--- src/rtl/multicycle_ctrl.sv ---
// Multicycle RV32I control FSM.
// Sequences fetch/decode/execute/memory/writeback over one shared memory port.
// Selects and enables are decoded from the current state. The memory-handshake
// enables are additionally gated by i_mem_ready. Reset forces every enable low.
module multicycle_ctrl #(
  parameter int INSTRET_W = 32
) (
  input  logic                 i_clk,
  input  logic                 i_rst,
  input  logic [6:0]           i_op,
  input  logic [2:0]           i_funct3,
  input  logic                 i_zero,
  input  logic                 i_mem_ready,
  output logic                 o_mem_req,
  output logic                 o_adrsrc,
  output logic                 o_memwrite,
  output logic                 o_irwrite,
  output logic                 o_datawrite,
  output logic                 o_pcwrite,
  output logic                 o_regwrite,
  output logic [1:0]           o_alusrca,
  output logic [1:0]           o_alusrcb,
  output logic [1:0]           o_aluop,
  output logic [1:0]           o_resultsrc,
  output logic [1:0]           o_immsrc,
  output logic [2:0]           o_f3,
  output logic                 o_retire,
  output logic                 o_trap,
  output logic [INSTRET_W-1:0] o_instret
);

  localparam logic [6:0] OP_LOAD  = 7'b0000011;
  localparam logic [6:0] OP_STORE = 7'b0100011;
  localparam logic [6:0] OP_R     = 7'b0110011;
  localparam logic [6:0] OP_I     = 7'b0010011;
  localparam logic [6:0] OP_JAL   = 7'b1101111;
  localparam logic [6:0] OP_BR    = 7'b1100011;

  typedef enum logic [3:0] {
    S_FETCH, S_DECODE, S_MEMADR, S_MEMREAD, S_MEMWB, S_MEMWRITE,
    S_EXECR, S_EXECI, S_JAL, S_ALUWB, S_BRANCH, S_TRAP
  } state_t;

  state_t state;

  // State sequencing, sticky trap flag and retired-instruction counter
  always_ff @(posedge i_clk) begin
    if (i_rst) begin
      state     <= S_FETCH;
      o_trap    <= 1'b0;
      o_instret <= '0;
    end else begin
      if (o_retire) o_instret <= o_instret + INSTRET_W'(1);
      case (state)
        S_FETCH:    if (i_mem_ready) state <= S_DECODE;
        S_DECODE: begin
          case (i_op)
            OP_LOAD, OP_STORE: state <= S_MEMADR;
            OP_R:              state <= S_EXECR;
            OP_I:              state <= S_EXECI;
            OP_JAL:            state <= S_JAL;
            default: begin
              // only beq/bne are supported among branches
              if (i_op == OP_BR && i_funct3[2:1] == 2'b00) begin
                state <= S_BRANCH;
              end else begin
                state  <= S_TRAP;
                o_trap <= 1'b1;
              end
            end
          endcase
        end
        S_MEMADR:   state <= (i_op == OP_STORE) ? S_MEMWRITE : S_MEMREAD;
        S_MEMREAD:  if (i_mem_ready) state <= S_MEMWB;
        S_MEMWB:    state <= S_FETCH;
        S_MEMWRITE: if (i_mem_ready) state <= S_FETCH;
        S_EXECR:    state <= S_ALUWB;
        S_EXECI:    state <= S_ALUWB;
        S_JAL:      state <= S_ALUWB;
        S_ALUWB:    state <= S_FETCH;
        S_BRANCH:   state <= S_FETCH;
        S_TRAP:     state <= S_TRAP;
        default:    state <= S_FETCH;
      endcase
    end
  end

  // Moore decode of state into datapath controls; reset wins over everything
  always_comb begin
    o_mem_req   = 1'b0;
    o_adrsrc    = 1'b0;
    o_memwrite  = 1'b0;
    o_irwrite   = 1'b0;
    o_datawrite = 1'b0;
    o_pcwrite   = 1'b0;
    o_regwrite  = 1'b0;
    o_alusrca   = 2'b00;
    o_alusrcb   = 2'b00;
    o_aluop     = 2'b00;
    o_resultsrc = 2'b00;
    o_immsrc    = 2'b00;
    o_f3        = 3'b010;
    o_retire    = 1'b0;
    if (!i_rst) begin
      case (i_op)
        OP_STORE: o_immsrc = 2'b01;
        OP_BR:    o_immsrc = 2'b10;
        OP_JAL:   o_immsrc = 2'b11;
        default:  o_immsrc = 2'b00;
      endcase
      case (state)
        S_FETCH: begin
          o_mem_req   = 1'b1;
          o_alusrcb   = 2'b10;
          o_resultsrc = 2'b10;
          o_irwrite   = i_mem_ready;
          o_pcwrite   = i_mem_ready;
        end
        S_DECODE: begin
          // branch/jump target computed ahead into ALUOut
          o_alusrca = 2'b01;
          o_alusrcb = 2'b01;
        end
        S_MEMADR: begin
          o_alusrca = 2'b10;
          o_alusrcb = 2'b01;
        end
        S_MEMREAD: begin
          o_mem_req   = 1'b1;
          o_adrsrc    = 1'b1;
          o_f3        = i_funct3;
          o_datawrite = i_mem_ready;
        end
        S_MEMWB: begin
          o_resultsrc = 2'b01;
          o_regwrite  = 1'b1;
          o_retire    = 1'b1;
        end
        S_MEMWRITE: begin
          o_mem_req  = 1'b1;
          o_adrsrc   = 1'b1;
          o_memwrite = 1'b1;
          o_f3       = i_funct3;
          o_retire   = i_mem_ready;
        end
        S_EXECR: begin
          o_alusrca = 2'b10;
          o_aluop   = 2'b10;
        end
        S_EXECI: begin
          o_alusrca = 2'b10;
          o_alusrcb = 2'b01;
          o_aluop   = 2'b10;
        end
        S_JAL: begin
          o_alusrca = 2'b01;
          o_alusrcb = 2'b10;
          o_pcwrite = 1'b1;
        end
        S_ALUWB: begin
          o_regwrite = 1'b1;
          o_retire   = 1'b1;
        end
        S_BRANCH: begin
          o_alusrca = 2'b10;
          o_aluop   = 2'b01;
          o_pcwrite = (i_funct3 == 3'b000) ? i_zero : ~i_zero;
          o_retire  = 1'b1;
        end
        default: ;
      endcase
    end
  end

endmodule

--- config.mk ---
export PLATFORM = sky130hd
export DESIGN_NAME = multicycle_ctrl
export DESIGN_NICKNAME = d
export VERILOG_FILES = /design/src/rtl/multicycle_ctrl.sv
export SDC_FILE = /design/constraint.sdc
export NUM_CORES = 1
export LEC_CHECK = 0
export ABC_AREA = 1
export CORE_MARGIN = 5
export CORE_UTILIZATION = 30
export CTS_CLUSTER_DIAMETER = 80
export DETAILED_ROUTE_END_ITERATION = 16
export PLACE_DENSITY = 0.51
export SETUP_SLACK_MARGIN = 0.5
export SYNTH_ARGS = -nofsm -noshare
export SYNTH_HDL_FRONTEND = slang
export SYNTH_SLANG_ARGS = --single-unit
export TNS_END_PERCENT = 10
--- constraint.sdc ---
create_clock -name i_clk -period 4.1 [get_ports i_clk]
set_input_delay 0.41 -clock i_clk [delete_from_list [all_inputs] [get_ports i_clk]]
set_output_delay 0.41 -clock i_clk [all_outputs]
set_load 0.05 [all_outputs]
* After elaboration in Yosys (flattened, before gate mapping)
Cells that the tools add are included.
Word-level totals: register bits 37, output and inout port bits 54, word-level logic and storage cells 81
Cells by class: add/sub/neg operators 1, eq/ne operators 20, muxes and demuxes 36, bitwise gates (word level) 3, reductions and logical operators 18
Operator list (count):
- $add A32 B1 Y32 const B | 1
- $pmux W4 S7 | 1
- $eq A4 B3 Y1 const B | 4
- $eq A4 B4 Y1 const B | 4
- $mux W1 | 16
- $pmux W2 S2 | 4
- $pmux W4 S4 | 1
- $eq A7 B6 Y1 const B | 2
- $eq A7 B7 Y1 const B | 2
- $mux W4 | 3
- $reduce_or A2 Y1 | 6
- $reduce_or A3 Y1 | 4
- $mux W2 | 5
- $mux W3 | 3
- $eq A4 B2 Y1 const B | 2
- $eq A7 B2 Y1 const B | 1
- $eq A7 B5 Y1 const B | 1
- $ne A2 B2 Y1 const B | 3
- $pmux W2 S3 | 1
- $reduce_and A3 Y1 | 2
- $reduce_or A5 Y1 | 1
- $eq A4 B1 Y1 const B | 1
- $logic_not A4 Y1 | 1
- $reduce_or A4 Y1 | 1
- other kinds (6) | 8

* Depth between registers and ports, before layout
Gate-level depths: netlist of the first run.
depth in word-level cells 5, depth in mapped cells 10, mapped depth without buffers 10

* Least setup slack after synthesis of the first run
No wires, ideal clock.
path type register to output, start point register state[2], end point output o_f3[0], arrival time 2243 ps, slack 1447 ps, cell stages (with the launch flop) 8, path buffers 0, cells stage by stage dfxtp_1 > inv_1 > nand2_1 > nor2_1 > nor2_1 > nor2_1 > inv_1 > nor2_1
On the way: word-level cells in the longest chain between the ends 4, elaborated cells on any way between the ends 5
RTL lines:
- start: declaration | RTL line 44 | state_t state;
- start signal: assignment | RTL line 73 | S_MEMADR: state <= (i_op == OP_STORE) ? S_MEMWRITE : S_MEMREAD;
- $eq A4 B3 Y1 or $eq A4 B2 Y1 (tied branches) | RTL line 111 | case (state)
- $reduce_or A2 Y1 (no line) *
- $mux W3 * | RTL line 111
- $mux W3 * | RTL line 104 | if (!i_rst) begin
- end: declaration | RTL line 26 | output logic [2:0] o_f3,
Every way passes the cells marked *; elsewhere a longest branch is shown, timed or not.

* Final worst setup path of the first run
start point input i_op[5], end point output o_immsrc[0]
On the way: word-level cells in the longest chain between the ends 3, elaborated cells on any way between the ends 5
RTL lines:
- start: declaration | RTL line 10 | input logic [6:0] i_op,
- $eq A7 B7 Y1 or $eq A7 B6 Y1 (tied branches) | RTL line 105 | case (i_op)
- $pmux W2 S3 * | RTL line 105
- $mux W2 * | RTL line 104
- end: declaration | RTL line 25 | output logic [1:0] o_immsrc,
Marked as above.

==> results of run 1 <==
[cells in the final DEF, fill, tap and decap left out, types with 2 or more instances in the layout]
cell             netlist  layout
dfxtp_1               37      37
clkbuf_8               0       6
nand3_1               23      23
a21oi_1               34      34
nor3_1                 6       6
nand2_1              173     173
nand4_1                2       2
xor2_1                10      10
o21ai_0                4       4
nor2_1                95      95
nand3b_1               2       2
nor2_2                 2       2
buf_4                  3       3
o22ai_1                2       2
inv_1                 38      38
clkdlybuf4s50_1        0      66
inv_2                  2       2
[final cells by class]
| cell class | instances | area (um^2) | share of cell area |
|---|---|---|---|
| Clock inverter | 2 | 37.5 | 0.0110 |
| Clock buffer | 6 | 82.6 | 0.0242 |
| Multi-Input combinational cell | 364 | 1590 | 0.465 |
| Sequential cell | 37 | 741 | 0.217 |
| Timing Repair Buffer | 69 | 683 | 0.200 |
| Tap cell | 105 | 131 | 0.0385 |
| Inverter | 40 | 150 | 0.0440 |
[metal layers]
layer / global-route usage / share of wire
met5: 0 / 0
met4: 0.0444 / 0.015
met3: 0.0314 / 0.051
met2: 0.270 / 0.46
met1: 0.207 / 0.47
[Yosys cell counts (2+ instances only)]
master / count / area (um^2)
nand2_1: 173 / 649
nor2_1: 95 / 357
inv_1: 38 / 143
dfxtp_1: 37 / 741
a21oi_1: 34 / 170
nand3_1: 23 / 115
xor2_1: 10 / 87.6
clkbuf_1: 6 / 22.5
nor3_1: 6 / 30.0
o21ai_0: 4 / 20.0
buf_4: 3 / 22.5
buf_6: 2 / 22.5
inv_2: 2 / 7.51
nand3b_1: 2 / 15.0
nand4_1: 2 / 12.5
nor2_2: 2 / 12.5
o22ai_1: 2 / 12.5
[report_power, final]
part	switching [mW]	total [mW]	internal [mW]
registers	0.0274	0.408	0.381
logic	0.379	0.538	0.159
clock network	0.137	0.335	0.198
total	0.543	1.28	0.738
[registers in the layout, summed over array words and instances (netlist names)]
signal / count
o_trap: 1
o_instret: 32
state: 4
[final timing paths]
kind                            slack (ns)       endpoint     start  depth (start not counted)
worst min register to register        0.46         o_trap    o_trap                          2
worst max register to register        2.08  o_instret[29]  state[3]                          8
worst max-delay path                  1.30    o_immsrc[0]   i_op[5]                          8
worst min-delay path                  0.46         o_trap    o_trap                          2
[cells by family after synthesis]
family                     share of synthesized area
AOI/OAI and AO/OA                             0.0919
buffers and inverters                         0.0855
DFF                                            0.291
xor gates and xnor gates                      0.0379
adders and majority gates                    0.00492
and+or+nand+nor                                0.489
[worst register-to-register path, delay by kind of cell (launching register included)]
family | cells | cell delay [ns]
buffers and inverters | 2 | 0.45
AOI/OAI and AO/OA | 1 | 0.13
and+or+nand+nor | 5 | 1.03
DFF | 1 | 0.37
[stage by stage]
step	utilization	total power [mW]	std cells
finish	0.413	1.28	623
global route	0.413	1.36	623
CTS	0.413	1.30	623
detailed placement	0.399	0.957	615
global placement	0.399	0.962	615
floorplan	-	0.803	452
==> flow_summary.json, run 1 <==
{
  "status": "finished, final reports clean",
  "leakagePower_nw": 1.22,
  "grt_overflow_total": 0,
  "ys_warn_count": 0,
  "synth_seq_cells": 37,
  "synthArstFlopShare": 0,
  "grt_pass1_wl_um": 13200,
  "critPathTopFamily": "buffers and inverters",
  "hold_viol": 0,
  "synth_flop_cell": "dfxtp_1",
  "antenna_cells": 0,
  "worstPathArrival_ns": 2.39,
  "critPathLaunchType": "input pin",
  "clockBufferDepth": 2,
  "final_area_mm2": 0.00341,
  "synth_area_mm2": 0.00254,
  "post_dp_cell_area_mm2": 0.00329,
  "gp_congestion": 0.880,
  "area_delta_synth_final_pct": 34.1,
  "finalCritPeriodShare": 0.683,
  "hold_class": "reg2reg",
  "cts_buffers": 5,
  "fin_tns_setup_ns": 0,
  "syn_area_per_cell_um2": 5.63,
  "post-route-drc-count": 0,
  "initial_core_util": 0.308,
  "holdWs_ns": 0.457,
  "synth-edff-count": 0,
  "crit_type": "in2out",
  "root_buffer": "clkbuf_8",
  "rsz0062_at_grt": "no",
  "power_density_mw_per_mm2": 375,
  "cpMaxStageDelayCell": "clkdlybuf4s50_1",
  "drtIter0Drc": 108,
  "drive_gt1_frac": 0.0405,
  "num_vias": 2898,
  "hpwlAfterDp_um": 6410,
  "synth-seq-area-share": 0.291,
  "synth_cell_types": 28,
  "setup_ws_ns": 1.30,
  "path_max_fanout": 3,
  "dieArea_mm2": 0.0104,
  "min_period_ns": 2.80,
  "grt_pass1_vias": 2742,
  "slew_headroom": 0.648,
  "antenna_found_initial": 0,
  "cp.buffers_inverters": 4,
  "ctsHoldBuffers": 0,
  "portBuffers": 67,
  "setup_violations": 0,
  "path_cells": "clkdlybuf4s50_1 > inv_1 > nor2_1 > nand2_1 > nor2_1 > inv_1 > a21oi_1 > clkdlybuf4s50_1",
  "drv_slew": 0,
  "fmax_mhz": 357,
  "worst_pin_slew_ns": 0.526,
  "clk-insertion-delay-late_ns": 0.30,
  "final_nets": 532,
  "cts_max_level": 2,
  "cts-resized-gates": 0,
  "drtPass1Iterations": 4,
  "dp_slack_ns": 1.32,
  "finClkSkew_ns": 0.0134,
  "critPathRequiredTime_ns": 3.69,
  "cap_violations": 0,
  "synthCells": 452,
  "synth_nets": 467,
  "cts_setup_buffers": 0,
  "ios": 68,
  "ant_nets": 0,
  "grt_max_degree": 27,
  "cts.sinks": 37,
  "ir_worst_vdd_v": 0.000202,
  "grt_use_total": 0.160,
  "row_count": 33,
  "die-width_um": 102,
  "path_clk_slew_ns": 0.08,
  "crit_path_max_incr_delay_ns": 0.83,
  "cts_tree": "built",
  "endpoint_kind": "output pin",
  "die_y_um": 102,
  "placeableCoreArea_mm2": 0.00826,
  "avgViaCountPerCell": 4.65,
  "wirelength_um": 8100,
  "fillCellCount": 919,
  "wire_per_inst_um": 13.0
}
Power figures use the tool's default switching activity.
==> inputs of run 2 (changes only) <==
- PLACE_DENSITY: 0.51 -> 0.53
- clock period: 4.1 -> 2.3 ns (I/O delays scaled with it)
==> run 2 against run 1 <==
  * Clock skew decreased by 0.0040 ns
  * Setup slack got worse by 0.83 ns
  * Worst hold slack got worse by 0.12 ns
  * Critical endpoint is now o_instret[17]
  * Final area increased by 6.0%
  * Global-route usage increased by 0.14 points
  * First-iteration DRC count increased by 23%
  * Highest routed layer unchanged
==> flow_summary.json, run 2 (synthesis results as in run 1) <==
{
  "rsz0062_at_grt": "yes",
  "crit_path_max_incr_delay_ns": 0.85,
  "worst_pin_slew_ns": 0.516,
  "cpMaxStageDelayCell": "clkdlybuf4s50_1",
  "reg2regPathDepth": 9,
  "fmax_mhz": 546,
  "endpoint_kind": "output pin",
  "initial_core_util": 0.308,
  "internal-power_mw": 1.26,
  "worst_r2r_endpoint": "o_instret[28]",
  "combPwrFrac": 0.481,
  "grt_max_degree": 21,
  "fillCellCount": 913,
  "hold_viol": 0,
  "largest_register": "o_instret",
  "area_delta_synth_final_pct": 42.1,
  "crit_cells": 1,
  "min_period_ns": 1.83,
  "root_buffer": "clkbuf_8",
  "top_regs": "o_instret x32, state x4, o_trap x1",
  "p_sw_mw": 1.05,
  "power_density_mw_per_mm2": 638,
  "power_frac_seq": 0.323,
  "cap_violations": 0,
  "hpwlAfterDp_um": 6300,
  "cp-startpoint": "o_instret[17]",
  "drtIter0Drc": 133,
  "seqCellArea_um2": 752,
  "final_nets": 542,
  "clk-insertion-delay-late_ns": 0.29,
  "critPathTopFamily": "buffers and inverters",
  "wirelength_um": 8200,
  "drtPass1Iterations": 4,
  "slew_headroom": 0.655,
  "final_common_cell": "nand2_1",
  "critPathLaunchType": "flip-flop",
  "pwr-share-clk": 0.196,
  "critPathRequiredTime_ns": 2.07,
  "grt_pass1_wl_um": 13300,
  "antenna_found_initial": 0,
  "largest_reg_flops": 32,
  "rrSetupSlack_ns": 0.62,
  "path_cells": "clkdlybuf4s50_1",
  "grt_pass1_vias": 2826,
  "worstPathArrival_ns": 1.60,
  "ir_worst_vdd_v": 0.000465,
  "drive_gt1_frac": 0.153,
  "fin_tns_setup_ns": 0,
  "placeableCoreArea_mm2": 0.00826,
  "finalCritPeriodShare": 0.796,
  "setup_ws_ns": 0.469,
  "path_clk_slew_ns": 0.08,
  "wire_per_inst_um": 12.9,
  "grt_use_total": 0.161,
  "clockBufferDepth": 2,
  "cts_buffers": 5,
  "drv_slew": 0,
  "antenna_cells": 0,
  "post-route-drc-count": 0,
  "worstSetupEndpoint": "o_instret[17]",
  "grt_overflow_total": 0,
  "dieArea_mm2": 0.0104,
  "cts.sinks": 37,
  "crit_type": "reg2out",
  "sw_frac_of_total": 0.454,
  "num_vias": 2962,
  "setup_violations": 0,
  "path_max_fanout": 6,
  "hold_class": "in2reg",
  "ios": 68,
  "row_count": 33,
  "ant_nets": 0,
  "cts_max_level": 2,
  "multi_input_area_mm2": 0.00174,
  "avgViaCountPerCell": 4.68,
  "dp_slack_ns": 0.369,
  "gp_congestion": 0.883,
  "cp.buffers_inverters": 1,
  "finClkSkew_ns": 0.00942,
  "die_y_um": 102,
  "die-width_um": 102,
  "reg2reg_from": "o_instret[0]",
  "layout_common_cells": "169 x nand2_1, 81 x nor2_1, 44 x clkdlybuf4s50_1, 34 x inv_1",
  "ctsHoldBuffers": 0,
  "portBuffers": 67,
  "leakagePower_nw": 1.33,
  "status": "finished, final reports clean",
  "cts_tree": "built"
}
[run 2: cell count changes in the layout (fill, tap and decap cells not counted), moves of 3 or more]
cell,delta
buf_12,+4
nand2_1,-4
inv_4,+3
nor2_4,+8
clkdlybuf4s50_1,-22
buf_4,+22
inv_1,-4
nor2_1,-14
nor2_2,+6
dfxtp_1,-5
dfxtp_2,+3
clkbuf_1,+3
[run 2: metal layers]
layer,global-route usage,part of all wire,up-vias
met5,0,0,-
met4,0.0434,0.010,0
met3,0.0375,0.058,6
met2,0.273,0.47,68
met1,0.205,0.46,1323
li1,-,-,1565
[run 2: worst reg2reg max path: cells and delay by family (launching register included)]
family | cells | cell delay (ns)
adder cells (fa/ha/maj) | 1 | 0.24
AO/OA/AOI/OAI | 1 | 0.12
buffers and inverters | 2 | 0.17
AND/OR/NAND/NOR | 5 | 0.70
flip-flops | 1 | 0.40
[run 2: per-stage QoR]
stage	hold WS [ns]	area (um^2)	total power [mW]	std cells	util
floorplan	0.458	2570	1.44	452	-
global placement	0.441	3340	1.72	617	0.404
detailed placement	0.453	3340	1.71	617	0.404
CTS	0.331	3480	2.22	628	0.421
global route	0.368	3620	2.44	633	0.438
finish	0.335	3620	2.31	633	0.438
[run 2: power groups by stage]
stage | Sequential (mW) | Clock, mW | Combinational, mW
after global placement | 0.733 | 0 | 0.986
after detailed placement | 0.736 | 0 | 0.978
final | 0.745 | 0.453 | 1.11
after floorplan | 0.775 | 0 | 0.665
after CTS | 0.730 | 0.467 | 1.02
after global routing | 0.751 | 0.489 | 1.20
[run 2: area by class of cell]
type                       count  area share
clock buffer                   8      0.0221
timing repair buffer          79       0.210
tap                          105      0.0363
sequential                    37       0.208
inverter                      40      0.0436
multi-input combinational    364       0.480
[run 2: worst min-delay path by stage]
stage,start,end,slack (ns),cells past startpoint
after global routing,i_rst,o_instret[8],0.37,2
after floorplan,i_mem_ready,state[2],0.46,3
after CTS,i_rst,o_instret[8],0.33,2
after detailed placement,o_trap,o_trap,0.45,2
after global placement,o_trap,o_trap,0.44,2
final,i_rst,o_instret[8],0.33,2
[run 2: timing repair]
action / in CTS / in global routing
pin swaps: 3 / 11
gates cloned: 0 / 0
buffers inserted: 3 / 5
setup endpoints to repair: 35 / 54
resized for setup: 21 / 42
==> inputs of run 3 (changes only) <==
- clock period: 2.3 -> 1.65 ns (I/O delays scaled with it)
==> run 3 against run 2 <==
  * The flow now finishes with violations (negative setup slack)
  * Count of clock-buffer cells in the layout is 1 lower
  * Final area is 21% higher
  * Largest power group unchanged
  * Critical endpoint is now o_f3[1]
  * Non-clock buffer count is 37 higher
  * Worst hold slack better by 0.013 ns
  * Critical path depth is 7 higher
  * Routed wire length is 11% higher
  * Total power is 80% higher
  * Setup slack worse by 0.57 ns
  * Sequential power is 45% higher
  * Cell count is 5.7% higher
  * Clock power is 50% higher
==> flow_summary.json, run 3 (synthesis results as in run 1) <==
{
  "drive_gt1_frac": 0.406,
  "ir_worst_vdd_v": 0.000649,
  "cpMaxStageDelayCell": "dfxtp_4",
  "hpwlAfterDp_um": 6720,
  "largest_reg_flops": 32,
  "drv_slew": 0,
  "finalCritPeriodShare": 1.06,
  "worstPathArrival_ns": 1.59,
  "critPathLaunchType": "flip-flop",
  "row_count": 33,
  "instances_no_fill": 669,
  "cts_tree": "built",
  "met3_usage": 0.0389,
  "cap_violations": 0,
  "fmax_mhz": 571,
  "root_buffer": "clkbuf_8",
  "top_regs": "o_instret x32, state x4, o_trap x1",
  "status": "finished, violations left",
  "finClkSkew_ns": 0.00514,
  "final_nets": 579,
  "cts_buffers": 5,
  "clk-insertion-delay-late_ns": 0.29,
  "layout_common_cells": "156 x nand2_1, 64 x buf_4, 63 x nor2_1, 30 x inv_1, 25 x a21oi_1",
  "initial_core_util": 0.308,
  "fin_util": 0.531,
  "sw_frac_of_total": 0.444,
  "path_max_fanout": 5,
  "hold_viol": 0,
  "cts_max_level": 2,
  "grt_use_met2": 0.277,
  "grt_use_met1": 0.240,
  "pwr-share-clk": 0.163,
  "endpoint_kind": "output pin",
  "final_common_cell": "nand2_1",
  "placeableCoreArea_mm2": 0.00826,
  "fillCellCount": 796,
  "portBuffers": 67,
  "dieArea_mm2": 0.0104,
  "setup_ws_ns": -0.101,
  "die-width_um": 102,
  "power_density_mw_per_mm2": 947,
  "power_frac_seq": 0.261,
  "post-route-drc-count": 0,
  "ios": 68,
  "cp.buffers_inverters": 3,
  "grt_use_total": 0.177,
  "grt_pass1_vias": 3131,
  "setup_violations": 7,
  "cts.sinks": 37,
  "combPwrFrac": 0.575,
  "clockBufferDepth": 2,
  "grt.busiest_layer": "met2",
  "min_period_ns": 1.75,
  "p_sw_mw": 1.84,
  "die_y_um": 102,
  "hold_class": "in2reg",
  "post-place-cells": 642,
  "internal-power_mw": 2.31,
  "drtPass1Iterations": 4,
  "grt_max_degree": 21,
  "area_delta_synth_final_pct": 72.2,
  "num_vias": 3234,
  "worst_pin_slew_ns": 0.462,
  "slew_headroom": 0.692,
  "wire_per_inst_um": 13.6,
  "avgViaCountPerCell": 4.83,
  "grt_pass1_wl_um": 14700,
  "gp_congestion": 0.860,
  "rsz0062_at_grt": "yes",
  "crit_type": "reg2out",
  "largest_register": "o_instret",
  "wirelength_um": 9130,
  "antenna_found_initial": 0,
  "path_cells": "inv_4 > nand2_8 > nor2_4 > nor2_4 > nor2_4 > inv_2 > or2_4 > buf_12",
  "critPathRequiredTime_ns": 1.48,
  "drtIter0Drc": 134,
  "crit_top_cell": "nor2_4",
  "path_clk_slew_ns": 0.08,
  "grt_overflow_total": 0,
  "antenna_cells": 0,
  "violations": "negative setup slack",
  "leakagePower_nw": 1.73,
  "critPathTopFamily": "simple AND/OR/NAND/NOR gates",
  "crit_path_max_incr_delay_ns": 0.38,
  "ant_nets": 0
}
run 3: power groups by stage:
stage | Clock (mW) | Sequential [mW] | Combinational, mW
2_1_floorplan | 0 | 1.10 | 1.02
3_3_place_gp | 0 | 1.06 | 1.61
3_5_place_dp | 0 | 1.06 | 1.61
4_1_cts | 0.693 | 1.06 | 2.02
5_1_grt | 0.732 | 1.09 | 2.54
6_report | 0.678 | 1.08 | 2.39
run 3: final timing paths:
path              startpoint           end  slack [ns]  cells past startpoint
hold reg to reg       o_trap        o_trap        0.48                      2
setup / recovery    state[1]       o_f3[1]       -0.10                      8
hold / removal         i_rst      state[1]        0.35                      3
setup reg to reg    state[1]  o_instret[6]        0.04                     11
run 3: worst min-delay path, cell delays in order:
cell	delay (ns)
buf_2	0.15
buf_4	0.20
nor2_1	0.09
run 3: through the flow:
| step | TNS, ns | worst slack (ns) | area (um^2) | hold WS [ns] | power [mW] |
|---|---|---|---|---|---|
| 2_1_floorplan | 0 | 0.0619 | 2680 | 0.405 | 2.12 |
| 3_3_place_gp | -0.0502 | -0.0502 | 3670 | 0.466 | 2.67 |
| 3_5_place_dp | -0.0982 | -0.0780 | 3670 | 0.459 | 2.67 |
| 4_1_cts | -0.188 | -0.0659 | 4120 | 0.335 | 3.78 |
| 5_1_grt | -1.20 | -0.162 | 4380 | 0.348 | 4.37 |
| 6_report | -0.433 | -0.101 | 4380 | 0.348 | 4.15 |
run 3: area by class of cell:
class	instances	area [um^2]	share of cell area
Tap cell	105	131	0.0300
Multi-Input combinational cell	364	2020	0.461
Sequential cell	37	791	0.180
Inverter	40	165	0.0377
Clock buffer	7	86.3	0.0197
Timing Repair Buffer	116	1190	0.271
run 3: per-layer routing:
metal / up-vias / part of all wire
met5: - / 0
li1: 1637 / -
met2: 93 / 0.44
met1: 1484 / 0.47
met4: 0 / 0.028
met3: 20 / 0.061
run 3: timing repair:
| item | CTS | global route |
|---|---|---|
| hold buffers | 0 | 0 |
| setup endpoints to repair | 66 | 70 |
| pin swaps | 45 | 40 |
| setup buffers | 12 | 8 |
| gates cloned | 0 | 0 |
| resized for setup | 92 | 57 |
| endpoints found under the hold margin | 0 | 0 |
